--- config.mk ---
export PLATFORM = sky130hd
export DESIGN_NAME = binary_maxpool_stage
export DESIGN_NICKNAME = d
export VERILOG_FILES = /design/src/rtl/binary_maxpool_stage.sv
export SDC_FILE = /design/constraint.sdc
export NUM_CORES = 1
export LEC_CHECK = 0
export ABC_AREA = 1
export CORE_ASPECT_RATIO = 0.9
export CORE_MARGIN = 4
export CORE_UTILIZATION = 57
export CTS_BUF_LIST = sky130_fd_sc_hd__clkbuf_16
export DETAILED_ROUTE_END_ITERATION = 10
export PLACE_DENSITY = 0.9
export SETUP_SLACK_MARGIN = 0.2
export SLEW_MARGIN = 20
export SYNTH_ARGS = -nofsm -noshare
export SYNTH_HDL_FRONTEND = slang
export SYNTH_SLANG_ARGS = --single-unit
--- constraint.sdc ---
create_clock -name clk -period 4.6 [get_ports clk]
set_input_delay 1.38 -clock clk [delete_from_list [all_inputs] [get_ports clk]]
set_output_delay 1.38 -clock clk [all_outputs]
set_load 0.01 [all_outputs]
--- src/rtl/binary_maxpool_stage.sv ---
// binary_maxpool_stage
// Reads binary feature maps from the convolution engine's output SRAM. Each map is
// 2x2 stride-2 max-pooled (bitwise OR over each window), and the result is written to a
// second SRAM. Maps are processed back to back until a terminator header is read. The
// stage then writes a single 0xFFFF terminator word and returns to idle.
//
// Ports:
//   clk              sole clock, rising edge
//   reset            asynchronous, active-high reset
//   pool_run         start request, sampled in idle only
//   pool_busy        high from the cycle after a run is accepted until the job ends
//   pool_rd_address  input-SRAM read address (registered)
//   pool_rd_data     input-SRAM read data, valid the cycle after its address
//   pool_wr_address  output-SRAM write address (registered)
//   pool_wr_data     output-SRAM write data (registered)
//   pool_wr_enable   output-SRAM write strobe, one word per high cycle
module binary_maxpool_stage #(
  parameter int unsigned ADDR_W = 12,
  parameter int unsigned DATA_W = 16,
  parameter int unsigned N_W    = 5
) (
  input  logic              clk,
  input  logic              reset,
  input  logic              pool_run,
  output logic              pool_busy,
  output logic [ADDR_W-1:0] pool_rd_address,
  input  logic [DATA_W-1:0] pool_rd_data,
  output logic [ADDR_W-1:0] pool_wr_address,
  output logic [DATA_W-1:0] pool_wr_data,
  output logic              pool_wr_enable
);

  typedef enum logic [2:0] {
    StIdle,
    StHdrRd,
    StHdrChk,
    StRowA,
    StRowB,
    StPoolWr,
    StTermWr
  } state_e;

  state_e             state_q, state_d;
  logic               busy_q, busy_d;
  logic [ADDR_W-1:0]  rd_addr_q, rd_addr_d;
  logic [ADDR_W-1:0]  wr_addr_q, wr_addr_d;
  logic [DATA_W-1:0]  wr_data_q, wr_data_d;
  logic               wr_en_q, wr_en_d;
  logic [ADDR_W-1:0]  wr_ptr_q, wr_ptr_d;   // next output address
  logic [ADDR_W-1:0]  base_q, base_d;       // current map's header address
  logic [N_W-1:0]     n_q, n_d;
  logic [N_W-1:0]     p_q, p_d;
  logic [N_W-1:0]     row_q, row_d;         // pooled row index r
  logic [DATA_W-1:0]  row_a_q, row_a_d;
  logic [DATA_W-1:0]  row_b_q, row_b_d;

  logic [N_W-1:0]     hdr_n;
  logic               hdr_term;
  logic [ADDR_W-1:0]  next_base;
  logic [DATA_W-1:0]  pooled;

  assign hdr_n    = pool_rd_data[N_W-1:0];
  assign hdr_term = (pool_rd_data == '1) || (pool_rd_data[DATA_W-1:N_W] != '0) ||
                    (hdr_n < N_W'(2));
  assign next_base = base_q + ADDR_W'(n_q) + ADDR_W'(1);

  // Column pairs beyond P are dropped, so input bits >= N never reach the output.
  always_comb begin
    pooled = '0;
    for (int j = 0; j < int'(DATA_W / 2); j++) begin
      if (j < int'(p_q)) begin
        pooled[j] = row_a_q[2*j] | row_a_q[2*j+1] | row_b_q[2*j] | row_b_q[2*j+1];
      end
    end
  end

  // Read addresses run one cycle ahead of the state that consumes the data:
  // HDR_CHK presents row 2r, ROW_A presents row 2r+1, and the address of row 2r+2
  // is held through ROW_B/POOL_WR so the next ROW_A finds its data ready.
  always_comb begin
    state_d   = state_q;
    busy_d    = busy_q;
    rd_addr_d = rd_addr_q;
    wr_addr_d = wr_addr_q;
    wr_data_d = wr_data_q;
    wr_en_d   = 1'b0;
    wr_ptr_d  = wr_ptr_q;
    base_d    = base_q;
    n_d       = n_q;
    p_d       = p_q;
    row_d     = row_q;
    row_a_d   = row_a_q;
    row_b_d   = row_b_q;

    unique case (state_q)
      StIdle: begin
        // Busy stays high through the terminator strobe cycle, falling one cycle later.
        busy_d = pool_run;
        if (pool_run) begin
          state_d   = StHdrRd;
          base_d    = '0;
          rd_addr_d = '0;
          wr_ptr_d  = '0;
        end
      end
      StHdrRd: begin
        rd_addr_d = base_q + ADDR_W'(1);
        state_d   = StHdrChk;
      end
      StHdrChk: begin
        if (hdr_term) begin
          state_d = StTermWr;
        end else begin
          n_d       = hdr_n;
          p_d       = hdr_n >> 1;
          row_d     = '0;
          wr_en_d   = 1'b1;
          wr_addr_d = wr_ptr_q;
          wr_data_d = DATA_W'(hdr_n >> 1);
          wr_ptr_d  = wr_ptr_q + ADDR_W'(1);
          rd_addr_d = rd_addr_q + ADDR_W'(1);
          state_d   = StRowA;
        end
      end
      StRowA: begin
        row_a_d   = pool_rd_data;
        rd_addr_d = rd_addr_q + ADDR_W'(1);
        state_d   = StRowB;
      end
      StRowB: begin
        row_b_d = pool_rd_data;
        state_d = StPoolWr;
      end
      StPoolWr: begin
        wr_en_d   = 1'b1;
        wr_addr_d = wr_ptr_q;
        wr_data_d = pooled;
        wr_ptr_d  = wr_ptr_q + ADDR_W'(1);
        if (row_q == p_q - N_W'(1)) begin
          base_d    = next_base;
          rd_addr_d = next_base;
          state_d   = StHdrRd;
        end else begin
          row_d     = row_q + N_W'(1);
          rd_addr_d = rd_addr_q + ADDR_W'(1);
          state_d   = StRowA;
        end
      end
      StTermWr: begin
        wr_en_d   = 1'b1;
        wr_addr_d = wr_ptr_q;
        wr_data_d = '1;
        wr_ptr_d  = wr_ptr_q + ADDR_W'(1);
        state_d   = StIdle;
      end
      default: state_d = StIdle;
    endcase
  end

  always_ff @(posedge clk or posedge reset) begin
    if (reset) begin
      state_q   <= StIdle;
      busy_q    <= 1'b0;
      rd_addr_q <= '0;
      wr_addr_q <= '0;
      wr_data_q <= '0;
      wr_en_q   <= 1'b0;
      wr_ptr_q  <= '0;
      base_q    <= '0;
      n_q       <= '0;
      p_q       <= '0;
      row_q     <= '0;
      row_a_q   <= '0;
      row_b_q   <= '0;
    end else begin
      state_q   <= state_d;
      busy_q    <= busy_d;
      rd_addr_q <= rd_addr_d;
      wr_addr_q <= wr_addr_d;
      wr_data_q <= wr_data_d;
      wr_en_q   <= wr_en_d;
      wr_ptr_q  <= wr_ptr_d;
      base_q    <= base_d;
      n_q       <= n_d;
      p_q       <= p_d;
      row_q     <= row_d;
      row_a_q   <= row_a_d;
      row_b_q   <= row_b_d;
    end
  end

  assign pool_busy       = busy_q;
  assign pool_rd_address = rd_addr_q;
  assign pool_wr_address = wr_addr_q;
  assign pool_wr_data    = wr_data_q;
  assign pool_wr_enable  = wr_en_q;

endmodule

==> run_results.csv, run 1 <==
group,metric,value,unit
outcome,run_status,"completed",
final_layout,area_growth,16.9,%
clocking,clock-sinks,104,
logic_synthesis,synth_warnings,0,
drt,viasPerCell,5.73,
worst_setup_path,path_depth,12,
placement,portBuffers,60,
drt,drtIter0Drc,460,
power_and_ir_drop,peakVddDrop,0.000344,V
logic_synthesis,ys_seq_elements,104,
die,start_util,59.4,%
sta,rsz0062_at_grt,"no",
clocking,hold_buffers,0,
drt,drt-total-wl,14800,um
drt,dr.pass1.iters,5,
worst_setup_path,required,4840,ps
sta,drv_slew,0,
die,rows,34,
die,ioPinCount,61,
worst_setup_path,start_kind,"input port",
clocking,cts_inserted_buffers,9,
sta,slew_headroom,33.6,%
worst_setup_path,max_stage_delay,390,ps
global_routing,grt_max_degree,72,
die,die_w,115,um
die,fp.dieH,104,um
clocking,cts.clk_slew.worst_paths,70,ps
final_layout,final_cell_area,6820,um^2
power_and_ir_drop,powerDensity,524,nW/um^2
clocking,cts_tree,"built",
logic_synthesis,syn_avg_cell_area,7.73,um^2
clocking,cts_buffer_depth,2,
placement,dpl.hpwl,10100,um
hold_path,min_from,"pool_wr_address[4]",
clocking,cts-root-buf,"clkbuf_16",
logic_synthesis,synth_ff_type,"dfrtp_1",
logic_synthesis,yosysSeqAreaShare,44.6,%
worst_setup_path,crit_arrival,3290,ps
worst_setup_path,cp-end-kind,"flop",
sta,fin_crit_sh,66.3,%
logic_synthesis,synth_area,5830,um^2
worst_setup_path,reg2reg_from,"n_q[1]",
die,core-area,9830,um^2
worst_setup_path,path_max_fanout,13,
logic_synthesis,synth_compound_area_share,11.5,%
sta,tns,0,ps
logic_synthesis,synth_mux_area_share,0,%
global_routing,grt_pass1_vias,5290,
worst_setup_path,r2r_end,"base_q[0]",
logic_synthesis,synth_top_family_by_area,"simple AND/OR/NAND/NOR gates",
final_layout,drive_above_1_share,7.54,%
drt,wl_per_cell,15.8,um
worst_setup_path,reg2regPathDepth,13,
clocking,cts_setup_buffers,0,
sta,fmax,328,MHz
hold_path,hp-class,"flop to flop",
sta,hold_ws,484,ps
logic_synthesis,async_flop_share,100,%
worst_setup_path,path_delay_family,"buffers and inverters",
clocking,htree_num_levels,3,
logic_synthesis,synth_cell_types,42,
sta,finalHoldViolCount,0,
logic_synthesis,synth_edf_count,0,
die,die_area,11900,um^2
logic_synthesis,synthCells,755,
placement,gp_congestion,0.937,
worst_setup_path,ff2ff_setup_slack,2170,ps
drt,drc,0,
worst_setup_path,worstSetupPathType,"input port to flop",
logic_synthesis,synth-simple-area-share,28.9,%
logic_synthesis,synth_xor_area_share,3.00,%
worst_setup_path,slowest_stage,"clkdlybuf4s50_1",
global_routing,antenna_found_initial,0,
drt,antenna_left,0,
global_routing,grt_pass1_wl,24800,um
final_layout,antenna_cells,0,
hold_path,min_path_cells,2,
drt,num_vias,5362,
power_and_ir_drop,p_leak,0.00325,uW
logic_synthesis,synthAdderAreaFrac,3.13,%
worst_setup_path,worstPathCellList,"clkdlybuf4s50_1 -> inv_1 -> nand3_1 -> a41oi_1 -> nand2_1 -> nand2_2 -> inv_1 -> nor2_1 -> buf_4 -> inv_1 -> nand2_1 -> nand2_1",
placement,place_ws,1280,ps
placement,dpl_cell_area,6470,um^2
hold_path,hold_path_end,"pool_wr_address[4]",
logic_synthesis,syn-num-nets,788,
flow_run,max-cap-violations,0,
sta,finalSetupViolCount,0,
sta,min_period,3050,ps
clocking,clk_latency,350,ps
sta,finalWorstSetupSlack,1550,ps
sta,clock_skew,12.8,ps
sta,tightestPinTransition,994,ps
worst_setup_path,cp_num_buf_inv,5,
final_layout,final_net_count,837,
global_routing,gr-total-overflow,0,
global_routing,track_usage,25.4,%
clocking,cts_resized,0,
## sequential cells by signal (all words and copies together) (netlist names), 5 cells and up
name,count
wr_ptr_q,12
base_q,12
pool_rd_address,12
row_q,5
n_q,5
pool_wr_address,12
row_a_q,16
row_b_q,16
pool_wr_data,9
## worst reg2reg max path: cells and delay by family, from the launching register on
family                     cells  cell delay, ps
buffers and inverters          3             410
adders and majority gates      1             340
DFF                            1             510
AOI/OAI and AO/OA              1             100
and+or+nand+nor                8            1010
## how the worst max path moves through the flow
stage | slack, ps | endpoint | startpoint
floorplan | 490 | base_q[0] | reset
global placement | 1390 | pool_rd_address[9] | pool_rd_data[3]
detailed placement | 1280 | pool_rd_address[7] | pool_rd_data[12]
CTS | 1620 | pool_rd_address[7] | pool_rd_data[12]
global route | 1420 | pool_rd_address[7] | pool_rd_data[12]
finish | 1550 | pool_rd_address[7] | pool_rd_data[12]
## per-stage QoR
step | cells | util, % | power [uW]
finish | 935 | 69.4 | 3570
global route | 935 | 69.4 | 3760
detailed placement | 919 | 65.8 | 2620
CTS | 935 | 69.4 | 3560
floorplan | 755 | - | 2230
global placement | 919 | 65.8 | 2550
## metal layers
layer | vias up | wire length, um | track usage, %
li1 | 2528 | - | -
met1 | 2512 | 6040 | 32.5
met2 | 270 | 7270 | 41.8
met3 | 52 | 1030 | 5.00
met4 | 0 | 428 | 10.9
met5 | - | 0 | 0
## cell families after synthesis
group | count (synthesis)
simple gates | 377
compound gates | 120
buf+inv | 120
flops | 104
xor+xnor | 20
fa+ha+maj | 14
## power breakdown
part           total, uW  internal [uW]  leakage (uW)  switching (uW)
Sequential          1350           1160       0.00137             190
Clock                906            539      0.000168             367
Combinational       1320            452       0.00171             864
Total               3570           2150       0.00325            1420
## Yosys cell counts, types with 6 or more instances
cell        n  area (um^2)
nor2_1     30          113
clkbuf_1    9         33.8
nor4_1      9         56.3
or2_2       6         37.5
nand4_1     8         50.1
dfrtp_1   104         2600
o21ai_1     6         30.0
nand3_1    62          310
nor3_1     10         50.1
nand2_1   230          863
ha_1       13          163
inv_1      87          327
o21ai_0    78          390
buf_4       9         67.6
a21oi_1    17         85.1
xor2_1     20          175
## layout make-up
cell class	count	area (um^2)
fill	724	3010
multi-input combinational	531	2710
sequential	104	2600
timing repair buffer	64	631
inverter	94	363
clock buffer	9	225
tap	126	158
clock inverter	7	126
## cell usage in the layout (no fill, tap or decap), types with 6 or more instances in the layout
cell type,n
a21oi_1,17
clkbuf_16,9
clkdlybuf4s50_1,60
dfrtp_1,104
ha_1,13
inv_1,86
nand2_1,230
nand3_1,62
nand4_1,8
nor2_1,30
nor3_1,10
nor4_1,9
o21ai_0,78
o21ai_1,6
or2_2,6
xor2_1,20
Power figures use the tool's default switching activity.
==> run 2, diff against run 1 <==
CORE_UTILIZATION = 52   (was 57)
PLACE_DENSITY = 0.87   (was 0.9)
clock period = 2.5 ns   (was 4.6 ns; I/O delays follow)
==> run 2 against run 1 <==
  * Design area is 0.59% higher
  * Hold slack got worse by 3.1 ps
  * Sequential share of layout area down 0.20 points
  * Count of clock-buffer cells in the layout stayed put
  * Sequential power increased by 82%
  * Routed wire length shrank 7.8%
  * Setup slack got worse by 1200 ps
  * First-iteration DRC count rose by 10%
  * Critical path type is now flop to primary output
  * Critical endpoint is now pool_rd_address[0]
  * Highest routed layer unchanged
==> run_results.csv, run 2 (same netlist as run 1, synthesis figures left out) <==
group,metric,value,unit
clocking,hold_buffers,0,
die,die_w,120,um
clocking,cts-root-buf,"clkbuf_16",
worst_setup_path,max_stage_delay,590,ps
sta,min_period,2190,ps
final_layout,layout_common_cells,"nand2_1, dfrtp_1, inv_1",
drt,viasPerCell,5.33,
sta,slew_headroom,68.6,%
sta,drv_slew,0,
sta,fmax,458,MHz
final_layout,largest_registers,"row_a_q x16, row_b_q x16",
drt,drc,0,
worst_setup_path,slowest_stage,"clkdlybuf4s50_1",
drt,wl_per_cell,14.1,um
final_layout,area_growth,17.6,%
drt,drt-total-wl,13600,um
worst_setup_path,path_max_fanout,5,
global_routing,track_usage,21.8,%
clocking,cts.clk_slew.worst_paths,70,ps
global_routing,antenna_found_initial,0,
sta,tns,0,ps
worst_setup_path,worstSetupPathType,"flop to primary output",
placement,place_ws,-15.2,ps
worst_setup_path,crit_arrival,1440,ps
global_routing,grt_pass1_vias,5027,
power_and_ir_drop,combPwrFrac,38.5,%
die,rows,36,
flow_run,max-cap-violations,0,
worst_setup_path,start_kind,"flop",
worst_setup_path,cp-end-kind,"primary output",
sta,finalSetupViolCount,0,
placement,dpl_cell_area,6550,um^2
drt,num_vias,5150,
placement,portBuffers,60,
power_and_ir_drop,swShare,40.6,%
power_and_ir_drop,seq_power_share,39.7,%
final_layout,final_net_count,843,
final_layout,antenna_cells,0,
worst_setup_path,required,1750,ps
final_layout,final_cell_area,6860,um^2
power_and_ir_drop,peakVddDrop,0.000659,V
final_layout,drive_above_1_share,8.47,%
clocking,cts_buffer_depth,2,
drt,drtIter0Drc,506,
sta,fin_crit_sh,87.4,%
sta,finalWorstSetupSlack,315,ps
final_layout,layout_commonest_cell,"nand2_1",
die,start_util,53.5,%
power_and_ir_drop,p_clk_share,21.8,%
worst_setup_path,path_delay_family,"buffers and inverters",
die,die_area,13000,um^2
clocking,cts_tree,"built",
drt,dr.pass1.iters,6,
clocking,htree_num_levels,3,
final_layout,finalNonFillerCells,967,
global_routing,gr-total-overflow,0,
clocking,cts_inserted_buffers,9,
placement,dpl.hpwl,9860,um
sta,tightestPinTransition,470,ps
global_routing,grt_pass1_wl,23100,um
die,ioPinCount,61,
power_and_ir_drop,powerDensity,904,nW/um^2
outcome,run_status,"completed",
die,fp.dieH,108,um
clocking,clk_latency,350,ps
clocking,clock-sinks,104,
power_and_ir_drop,p_int,3680,uW
hold_path,hp-class,"flop to flop",
placement,gp_congestion,0.912,
placement,place_inst,950,
die,core-area,10900,um^2
power_and_ir_drop,fin_total_pwr,6200,uW
worst_setup_path,cp_num_buf_inv,1,
power_and_ir_drop,p_leak,0.00325,uW
drt,antenna_left,0,
sta,finalHoldViolCount,0,
power_and_ir_drop,p_sw,2510,uW
sta,clock_skew,5.99,ps
worst_setup_path,worstPathCellList,"clkdlybuf4s50_1",
sta,rsz0062_at_grt,"no",
global_routing,grt_max_degree,66,
run 2: worst paths after layout:
check	startpoint	end	slack, ps	cells after the start
min in group asynchronous	reset	row_a_q[1]	820	3
max reg2reg	n_q[2]	pool_rd_address[6]	400	14
max	pool_rd_address[0]	pool_rd_address[0]	310	1
min	pool_wr_address[0]	pool_wr_address[0]	480	2
min reg2reg	pool_wr_address[0]	pool_wr_address[0]	480	2
max in group asynchronous	reset	row_b_q[9]	1250	3
run 2: what timing repair did:
action / 4_1_cts / 5_1_grt
gates resized for setup: 0 / 6
setup buffers: 0 / 1
endpoints found under the setup margin: 0 / 25
run 2: power by group through the flow:
stage	Combinational (uW)	Sequential (uW)	Clock, uW
2_1_floorplan	1650	2460	0
3_3_place_gp	2270	2460	0
3_5_place_dp	2340	2480	0
4_1_cts	2360	2450	1360
5_1_grt	2660	2510	1420
6_report	2390	2460	1350
run 2: per-stage QoR:
step	hold slack, ps	util, %
floorplan	445	-
global placement	460	60.1
detailed placement	470	60.1
CTS	485	62.6
global route	498	62.9
finish	481	62.9
run 2: final cells by class:
type	count	area, um^2
Clock inverter	7	52.6
Tap cell	152	190
Timing Repair Buffer	70	688
Sequential cell	104	2600
Fill cell	936	4040
Inverter	94	367
Multi-Input combinational cell	531	2730
Clock buffer	9	225
run 2: metal layers:
layer | vias to the layer above | share of wire (%) | track usage [%]
li1 | 2550 | - | -
met1 | 2425 | 46 | 29.1
met2 | 153 | 48 | 37.2
met3 | 22 | 5.2 | 3.50
met4 | 0 | 1.6 | 6.13
met5 | - | 0 | 0
==> run 3, diff against run 2 <==
SETUP_SLACK_MARGIN = 0.02   (was 0.2)
==> run 3 against run 2 <==
  * Routed wire length decreased by 0.98%
  * Sequential share of layout area rose by 0.15 points
  * Highest routed layer unchanged
  * Power down 0.68%
  * Hold slack about the same
  * Die area unchanged
  * Design area shrank 0.44%
  * Clock power barely moved
  * Critical path depth increased by 12
==> run_results.csv, run 3 (same netlist as run 1, synthesis figures left out) <==
group,metric,value,unit
outcome,run_status,"completed",
clocking,cts_buffer_depth,2,
final_layout,drive_above_1_share,7.86,%
global_routing,antenna_found_initial,0,
global_routing,grt_pass1_vias,5027,
power_and_ir_drop,swShare,40.3,%
sta,finalSetupViolCount,0,
clocking,cts.clk_slew.worst_paths,70,ps
final_layout,finalNonFillerCells,966,
global_routing,gr-usage-met3,3.50,%
power_and_ir_drop,combPwrFrac,38.2,%
final_layout,antenna_cells,0,
clocking,clock-sinks,104,
power_and_ir_drop,p_clk_share,21.9,%
final_layout,layout_commonest_cell,"nand2_1",
drt,num_vias,5101,
final_layout,fillers,944,
sta,finalHoldViolCount,0,
sta,hold_ws,481,ps
sta,tightestPinTransition,468,ps
die,rows,36,
power_and_ir_drop,p_sw,2480,uW
clocking,cts_setup_buffers,0,
placement,gp_congestion,0.912,
worst_setup_path,path_max_fanout,9,
global_routing,gr-total-overflow,0,
placement,place_inst,950,
clocking,cts-root-buf,"clkbuf_16",
clocking,cts_inserted_buffers,9,
die,die_area,13000,um^2
clocking,htree_num_levels,3,
sta,tns,0,ps
power_and_ir_drop,p_int,3680,uW
placement,dpl_cell_area,6550,um^2
hold_path,hp-class,"flop to flop",
sta,drv_slew,0,
drt,antenna_left,0,
worst_setup_path,start_kind,"flop",
die,die_w,120,um
die,ioPinCount,61,
drt,viasPerCell,5.28,
sta,fmax,444,MHz
power_and_ir_drop,powerDensity,902,nW/um^2
power_and_ir_drop,seq_power_share,39.9,%
drt,drt-total-wl,13500,um
final_layout,area_growth,17.1,%
die,core-area,10900,um^2
sta,min_period,2250,ps
placement,dpl.hpwl,9860,um
sta,fin_crit_sh,90.0,%
flow_run,max-cap-violations,0,
clocking,cts_resized,0,
final_layout,layout_common_cells,"nand2_1, dfrtp_1, inv_1",
die,fp.dieH,108,um
sta,rsz0062_at_grt,"no",
placement,portBuffers,60,
clocking,hold_buffers,0,
worst_setup_path,required,2770,ps
drt,drtIter0Drc,473,
final_layout,final_net_count,842,
clocking,cts_tree,"built",
final_layout,largest_registers,"row_a_q x16, row_b_q x16",
worst_setup_path,crit_arrival,2520,ps
sta,clock_skew,5.46,ps
drt,dr.pass1.iters,5,
global_routing,grt_max_degree,66,
worst_setup_path,cp-end-kind,"flop",
worst_setup_path,ff2ff_setup_slack,250,ps
clocking,clk_latency,350,ps
global_routing,grt_use_met2,37.2,%
power_and_ir_drop,p_leak,0.00325,uW
global_routing,top_usage_layer,"met2",
placement,place_ws,-15.2,ps
drt,drc,0,
global_routing,met1_usage,29.1,%
global_routing,grt_pass1_wl,23100,um
die,start_util,53.5,%
worst_setup_path,worstSetupPathType,"flop to flop",
power_and_ir_drop,peakVddDrop,0.000656,V
sta,slew_headroom,68.8,%
drt,wl_per_cell,14.0,um
global_routing,track_usage,21.8,%
final_layout,final_cell_area,6830,um^2
sta,finalWorstSetupSlack,250,ps
## run 3: worst paths after layout
path | startpoint | end | depth (start not counted)
max | n_q[2] | base_q[0] | 13
min | pool_wr_address[0] | pool_wr_address[0] | 2
max reg2reg | n_q[2] | base_q[0] | 13
min reg2reg | pool_wr_address[0] | pool_wr_address[0] | 2
max in group asynchronous | reset | row_b_q[9] | 3
min in group asynchronous | reset | row_a_q[1] | 3
## run 3: critical path: stages, from the launching register on
cell and delay [ps]:
dfrtp_1 480, inv_1 140, ha_1 310, nand2_1 70, inv_1 30, nor2_1 110, nand3_1 100, nor2_2 130
nand3_4 160, nand2_4 150, nand3_4 130, inv_2 160, nand3_1 100, o21ai_0 100
## run 3: power groups by stage
stage | registers (uW) | logic [uW] | clock network [uW]
after floorplan | 2460 | 1650 | 0
after global placement | 2460 | 2270 | 0
after detailed placement | 2480 | 2340 | 0
after CTS | 2450 | 2360 | 1360
after global routing | 2510 | 2640 | 1420
final | 2460 | 2350 | 1350
## run 3: through the flow
stage               total power, uW  utilization [%]
detailed placement             4820             60.1
global placement               4730             60.1
CTS                            6170             62.6
global route                   6570             62.6
finish                         6160             62.6
floorplan                      4110                -
## run 3: metal layers
metal	routed length, um	vias up
li1	-	2546
met1	6100	2365
met2	6380	170
met3	752	20
met4	249	0
met5	0	-
## run 3: area by class of cell
type | instances | area (um^2) | share of cell area, %
clock buffers | 9 | 225 | 3.30
multi-input cells | 531 | 2710 | 39.7
flip-flops and latches | 104 | 2600 | 38.1
repair buffers | 69 | 681 | 9.97
clock inverters | 7 | 52.6 | 0.770
inverters | 94 | 364 | 5.33
well taps | 152 | 190 | 2.79
